==> src/rtl/fixed_point_divider.sv <==
// Sequential signed fixed-point divider: quotient = (dividend << FIXED_POINT_POSITION) / divisor,
// computed by restoring division one bit per cycle, with saturation and divide-by-zero flagging.
module fixed_point_divider #(
    parameter int FACTOR_WIDTH         = 16,
    parameter int FIXED_POINT_POSITION = 10
) (
    input  logic                    clk_in,
    input  logic                    rst_in,
    input  logic                    start_in,
    input  logic [FACTOR_WIDTH-1:0] dividend_in,
    input  logic [FACTOR_WIDTH-1:0] divisor_in,
    output logic                    ready_out,
    output logic                    valid_out,
    output logic [FACTOR_WIDTH-1:0] quotient_out,
    output logic                    overflow_out,
    output logic                    div_by_zero_out
);

    localparam int W        = FACTOR_WIDTH;
    localparam int F        = FIXED_POINT_POSITION;
    localparam int NUM_BITS = W + F;
    localparam int N        = NUM_BITS;
    localparam int CW       = $clog2(N);

    localparam logic [N-1:0] POS_LIM = {{(N-W+1){1'b0}}, {(W-1){1'b1}}};
    localparam logic [N-1:0] NEG_LIM = {{(N-W){1'b0}}, 1'b1, {(W-1){1'b0}}};
    localparam logic [W-1:0] Q_MAX   = {1'b0, {(W-1){1'b1}}};
    localparam logic [W-1:0] Q_MIN   = {1'b1, {(W-1){1'b0}}};

    typedef enum logic [1:0] {IDLE, CALC, FINISH} state_t;

    state_t         state_q, state_d;
    logic           sign_q, sign_d;
    logic           dvd_neg_q, dvd_neg_d;
    logic           dbz_q, dbz_d;
    logic [W-1:0]   dvs_q, dvs_d;
    logic [N-1:0]   num_q, num_d;
    logic [W-1:0]   rem_q, rem_d;
    logic [N-1:0]   quo_q, quo_d;
    logic [CW-1:0]  cnt_q, cnt_d;
    logic           valid_q, valid_d;
    logic [W-1:0]   quot_q, quot_d;
    logic           ovf_q, ovf_d;
    logic           dbz_out_q, dbz_out_d;

    logic [W:0]     rem_shift;
    logic [W-1:0]   rem_sub;
    logic           rem_ge;

    // Magnitude is unsigned W bits, so the most negative input maps exactly to 2^(W-1).
    function automatic logic [W-1:0] mag_of(input logic [W-1:0] v);
        return v[W-1] ? ((~v) + W'(1)) : v;
    endfunction

    always_ff @(posedge clk_in or posedge rst_in) begin
        if (rst_in) state_q <= IDLE;
        else        state_q <= state_d;
    end

    always_comb begin
        state_d = state_q;
        case (state_q)
            IDLE:    if (start_in) state_d = (divisor_in == '0) ? FINISH : CALC;
            CALC:    if (cnt_q == '0) state_d = FINISH;
            FINISH:  state_d = IDLE;
            default: state_d = IDLE;
        endcase
    end

    always_comb begin
        sign_d    = sign_q;
        dvd_neg_d = dvd_neg_q;
        dbz_d     = dbz_q;
        dvs_d     = dvs_q;
        num_d     = num_q;
        rem_d     = rem_q;
        quo_d     = quo_q;
        cnt_d     = cnt_q;
        valid_d   = 1'b0;
        quot_d    = quot_q;
        ovf_d     = ovf_q;
        dbz_out_d = dbz_out_q;

        rem_shift = {rem_q, num_q[N-1]};
        rem_ge    = (rem_shift >= {1'b0, dvs_q});
        rem_sub   = rem_shift[W-1:0] - dvs_q;

        case (state_q)
            IDLE: begin
                if (start_in) begin
                    sign_d    = dividend_in[W-1] ^ divisor_in[W-1];
                    dvd_neg_d = dividend_in[W-1];
                    dbz_d     = (divisor_in == '0);
                    dvs_d     = mag_of(divisor_in);
                    num_d     = {mag_of(dividend_in), {F{1'b0}}};
                    rem_d     = '0;
                    quo_d     = '0;
                    cnt_d     = CW'(N - 1);
                end
            end
            CALC: begin
                num_d = {num_q[N-2:0], 1'b0};
                rem_d = rem_ge ? rem_sub : rem_shift[W-1:0];
                quo_d = {quo_q[N-2:0], rem_ge};
                cnt_d = cnt_q - CW'(1);
            end
            FINISH: begin
                valid_d   = 1'b1;
                ovf_d     = 1'b0;
                dbz_out_d = dbz_q;
                if (dbz_q) begin
                    quot_d = dvd_neg_q ? Q_MIN : Q_MAX;
                end else if (sign_q) begin
                    if (quo_q > NEG_LIM) begin
                        quot_d = Q_MIN;
                        ovf_d  = 1'b1;
                    end else begin
                        quot_d = W'(0) - quo_q[W-1:0];
                    end
                end else if (quo_q > POS_LIM) begin
                    quot_d = Q_MAX;
                    ovf_d  = 1'b1;
                end else begin
                    quot_d = quo_q[W-1:0];
                end
            end
            default: ;
        endcase
    end

    always_ff @(posedge clk_in or posedge rst_in) begin
        if (rst_in) begin
            sign_q    <= 1'b0;
            dvd_neg_q <= 1'b0;
            dbz_q     <= 1'b0;
            dvs_q     <= '0;
            num_q     <= '0;
            rem_q     <= '0;
            quo_q     <= '0;
            cnt_q     <= '0;
            valid_q   <= 1'b0;
            quot_q    <= '0;
            ovf_q     <= 1'b0;
            dbz_out_q <= 1'b0;
        end else begin
            sign_q    <= sign_d;
            dvd_neg_q <= dvd_neg_d;
            dbz_q     <= dbz_d;
            dvs_q     <= dvs_d;
            num_q     <= num_d;
            rem_q     <= rem_d;
            quo_q     <= quo_d;
            cnt_q     <= cnt_d;
            valid_q   <= valid_d;
            quot_q    <= quot_d;
            ovf_q     <= ovf_d;
            dbz_out_q <= dbz_out_d;
        end
    end

    always_comb begin
        ready_out       = (state_q == IDLE);
        valid_out       = valid_q;
        quotient_out    = quot_q;
        overflow_out    = ovf_q;
        div_by_zero_out = dbz_out_q;
    end

endmodule

==> config.mk <==
export PLATFORM = sky130hd
export DESIGN_NAME = fixed_point_divider
export DESIGN_NICKNAME = d
export VERILOG_FILES = /design/src/rtl/fixed_point_divider.sv
export SDC_FILE = /design/constraint.sdc
export NUM_CORES = 1
export LEC_CHECK = 0
export BUFFER_PORTS_ARGS = -buffer_cell sky130_fd_sc_hd__buf_4
export CORE_MARGIN = 2
export CORE_UTILIZATION = 40
export CTS_CLUSTER_SIZE = 16
export DETAILED_ROUTE_END_ITERATION = 10
export PLACE_DENSITY = 0.66
export SLEW_MARGIN = 10
export SYNTH_ARGS = -nofsm -noshare
export SYNTH_HDL_FRONTEND = slang
export SYNTH_SLANG_ARGS = --single-unit
==> constraint.sdc <==
create_clock -name clk_in -period 3.8 [get_ports clk_in]
set_clock_uncertainty 0.1 [all_clocks]
set_input_delay 1.14 -clock clk_in [delete_from_list [all_inputs] [get_ports clk_in]]
set_output_delay 1.14 -clock clk_in [all_outputs]
set_load 0.01 [all_outputs]
Word level (Yosys, flattened, before mapping)
Index checks and enable logic that the tools add are counted.
{ "totals": {"regBits": 113, "inputBits": 35} }
{ "classes": {"n_reduce_logical": 7, "mux": 25, "bitwise": 3, "n_lt_le_gt_ge": 3, "eq_ne": 4, "n_addsub": 5} }
{ "op_table": {"columns": ["op", "n"], "rows": [
  ["16-bit 2-to-1 mux", 9],
  ["26-bit case mux with 2 select lines", 2],
  ["26-bit 2-to-1 mux", 2],
  ["16-bit by 1-bit adder with 16-bit output, second input constant", 2],
  ["16-bit NOT", 2],
  ["16-bit case mux with 2 select lines", 1],
  ["26-bit by 15-bit greater-than comparator with 1-bit output, second input constant", 1],
  ["26-bit by 16-bit greater-than comparator with 1-bit output, second input constant", 1],
  ["17-bit by 16-bit greater-or-equal comparator with 1-bit output", 1],
  ["16-bit logical NOT", 1],
  ["1-bit by 16-bit subtractor with 16-bit output, first input constant", 1],
  ["16-bit subtractor", 1],
  ["5-bit case mux with 2 select lines", 1],
  ["2-bit 2-to-1 mux", 3],
  ["2-bit AND reduction", 3],
  ["5-bit logical NOT", 1],
  ["1-bit 2-to-1 mux", 5],
  ["5-bit 2-to-1 mux", 1],
  ["5-bit by 1-bit subtractor with 5-bit output, second input constant", 1],
  ["2-bit inequality test, second input constant", 2],
  ["2-bit case mux with 2 select lines", 1],
  ["2-bit by 1-bit equality test with 1-bit output, second input constant", 1],
  ["2-bit equality test, second input constant", 1],
  ["2-bit logical NOT", 1],
  ["2 further kinds", 2]
]} }

Depth between registers and ports, before layout
{ "logic_depth": {"ltp_word": 5, "depth_mapped": 10} }

Worst setup path after synthesis
Ideal clock, no wire load.
{ "synth_path": {"path_type": "in2reg", "startpoint": "input divisor_in[8]", "endpoint": "register state_q[1]", "setup_ps": 65, "setup_slack_ps": 1048, "t_arrival_ps": 2587, "path_stages": 4, "path_cell_list": "or4_1 > or4_1 > nor3_1 > o221a_2"} }
{ "synth_between": {"elab_chain_len": 4} }
{ "synth_rtl": {"columns": ["item", "line", "source"], "rows": [
  ["start, declared", "11", "input logic [FACTOR_WIDTH-1:0] divisor_in,"],
  ["16-bit logical NOT", "63", "IDLE: if (start_in) state_d = (divisor_in == '0) ? FINISH : CALC;"],
  ["2-bit 2-to-1 mux (2 in series)", "63", null],
  ["2-bit case mux with 2 select lines", "62", "case (state_q)"],
  ["end signal, assigned", "57", "else state_q <= state_d;"],
  ["end, declared", "32", "state_t state_q, state_d;"]
]} }
No other way between the ends. The select of a mux whose other input is x is not followed.
A chain may end at the register's enable or synchronous reset.

Worst setup path in the final report
Same ends and word-level chain as after synthesis.

==> impl_metrics.yaml <==
status:
  status: "complete, no violations"
floorplanning:
  die_area_mm2: 0.0163
  die_x_um: 128
  rows: 45
  io_pins: 55
  coreArea_mm2: 0.0151
  die_h_um: 128
  start_util: 0.405
synthesis:
  synthSimpleGateAreaFrac: 0.194
  ys_seq_area_frac: 0.421
  synth_xor_area_frac: 0.0644
  ys_warn_count: 0
  synth_adder_area_share: 0.0462
  synth-compound-area-share: 0.211
  synth-seq-cells: 103
  synthMuxAreaShare: 0.0170
  async_flop_share: 1.00
  synth_area_leaders: "dfrtp_1 (42%), o21ai_0 (7.9%), nand2_1 (7.5%), xor2_1 (4.4%), ha_1 (4.3%)"
  syn_area_mm2: 0.00612
  synth_cells: 722
  ys_dominant_reg_cell: "dfrtp_1"
  syn_area_per_cell_um2: 8.47
  synth_edf_count: 0
  synth.net_count: 779
  synth_top_area_frac: 0.421
  synth.distinct_cells: 60
  yosysTopAreaCell: "dfrtp_1"
  synth_top_family_by_area: "compound AO/OA/AOI/OAI gates"
finish:
  final_cell_mix: "nand2_1 (122), dfrtp_1 (103), o21ai_0 (97), buf_4 (63)"
  diodes: 0
  area_delta_synth_final_pct: 14.7
  final_util: 0.465
  design_area_mm2: 0.00702
  nets: 817
  stdcell_count: 952
  drive_gt1_frac: 0.124
  final_common_cell: "nand2_1"
  n_fill_cell: 1487
route:
  firstDrtPassIters: 6
  routed-via-count: 5149
  drc_errors: 0
  via_per_inst: 5.41
  ant_nets: 0
  post_drt_wl_per_cell_um: 14.8
  dr.first_iter.drc_count: 355
  routed_wl_mm: 14.1
timing:
  min_period_over_period: 0.719
  tightest_slew_ns: 1.17
  rsz0062_at_grt: "false"
  fin_hold_ws_ns: 0.383
  period_minus_slack_ns: 2.73
  relSlewSlack: 0.217
  slew_violations: 0
  tns_ns: 0
  final-setup-viol-count: 0
  hold_violations: 0
  setup_ws_ns: 1.07
  fmax_mhz: 366
setup_path:
  worstSetupEndpointType: "flop"
  path_max_fanout: 5
  critPathKind: "in -> reg"
  cp-start-kind: "input port"
  required_ns: 3.99
  crit_arrival_ns: 2.92
placed_design:
  gp_congestion: 0.860
  numPortBuffers: 54
  dp_cells: 937
  hpwlAfterDp_mm: 9.91
  dpl_cell_area_mm2: 0.00671
  post-place-ws_ns: 0.662
global_routing:
  grt_pass1_wl_mm: 24.4
  grt_max_degree: 65
  grtUsageTotal: 0.185
  grt_pass1_vias: 4858
  grt_overflow: 0
  antenna_found_initial: 0
clock_tree:
  htreeDepth: 3
  cts.sinks: 103
  post_cts_buffers: 0
  cts_made_buffers: 9
  clkLatencyLatePin_ns: 0.35
  cts_root_buf: "clkbuf_16"
  cts.reportedPaths.clkPinSlew_ns: 0.07
  hold_buffers: 0
  cts.repair.resized: 0
  clockBufferDepth: 2
  cts_tree: "done"
pwr:
  ir_worst_vdd_mv: 0.474
  power_density_mw_per_mm2: 1040
  fin_total_pwr_mw: 7.32
  p_leak_nw: 3.11
hold_path:
  hold_class: "reg -> reg"
flow_run:
  maxCapViolCount: 0
-- synth_stat cells (2+ instances only) --
cell and instances:
o21bai_1 2, nor2_1 44, mux2i_1 7, a21o_1 3, xor2_1 31, or3_1 6
xnor2_1 14, nor2b_1 6, nor4_1 7, nand4_1 2, a32oi_1 6, nor3_1 10
a31oi_1 8, buf_1 2, nand2b_1 9, o311ai_0 4, a211oi_1 4, or2_2 2
nand2_1 123, o22ai_1 4, o41ai_1 4, o211ai_1 2, ha_1 21, o31ai_1 17
nor3b_1 2, o21ai_0 97, nand3_1 23, dfrtp_1 103, o2bb2ai_1 4, a21oi_1 44
inv_1 36, nand4b_1 2, clkbuf_1 33, and3_1 6, a22o_1 4, or4_1 4
mux2_2 3
-- metal layers --
metal  global-route usage  part of all wire  vias up
met5                    0                 0        -
met4               0.0646             0.015        0
met3               0.0288             0.043       16
met2                0.274              0.44      100
met1                0.274              0.50     2427
li1                     -                 -     2606
-- logic make-up after synthesis --
logic type / after synthesis
AO/OA/AOI/OAI: 214
XOR/XNOR: 45
adder cells (fa/ha/maj): 22
buffers and inverters: 73
flip-flops: 103
multiplexers: 10
AND/OR/NAND/NOR: 255
-- cell type report --
class,instances,area [µm²],area share
tap,188,235,0.0335
sequential,103,2580,0.367
multi-input combinational,546,3270,0.465
inverter,36,139,0.0198
timing repair buffer,64,493,0.0703
clock buffer,12,236,0.0337
clock inverter,3,68.8,0.00981
-- sequential cells by signal, indices dropped and copies added, names as in the netlist, 2 cells and up --
register,count
quotient_out,16
dvs_q,16
state_q,2
cnt_q,5
quo_q,26
rem_q,16
num_q,16
-- report_power, final --
| group | total [mW] | internal, mW | switching [mW] | leakage [nW] |
|---|---|---|---|---|
| sequential | 2.02 | 1.59 | 0.431 | 1.30 |
| combinational | 4.33 | 1.79 | 2.54 | 1.67 |
| clock | 0.977 | 0.576 | 0.401 | 0.147 |
| total | 7.32 | 3.95 | 3.37 | 3.11 |
-- critical path, stage by stage --
cell	delay [ns]
buf_4	0.13
or4_1	0.59
or4_1	0.44
nor3_1	0.36
o221a_2	0.27
-- path summary, 6_finish.rpt --
check / start / end / slack, ns / depth (start not counted)
max in group asynchronous: rst_in / dvs_q[0]$_DFFE_PP0P_ / 2.18 / 3
worst min register to register: dvs_q[14]$_DFFE_PP0P_ / dvs_q[14]$_DFFE_PP0P_ / 0.38 / 2
min in group asynchronous: rst_in / rem_q[11]$_DFFE_PP0P_ / 0.74 / 2
worst max-delay path: divisor_in[8] / state_q[1]$_DFFE_PP0P_ / 1.07 / 5
worst min-delay path: dvs_q[14]$_DFFE_PP0P_ / dvs_q[14]$_DFFE_PP0P_ / 0.38 / 2
worst max register to register: quo_q[7]$_DFFE_PP0P_ / quotient_out[8]$_DFFE_PP0P_ / 1.10 / 7
Note: power is estimated with default switching activity, not from simulation.
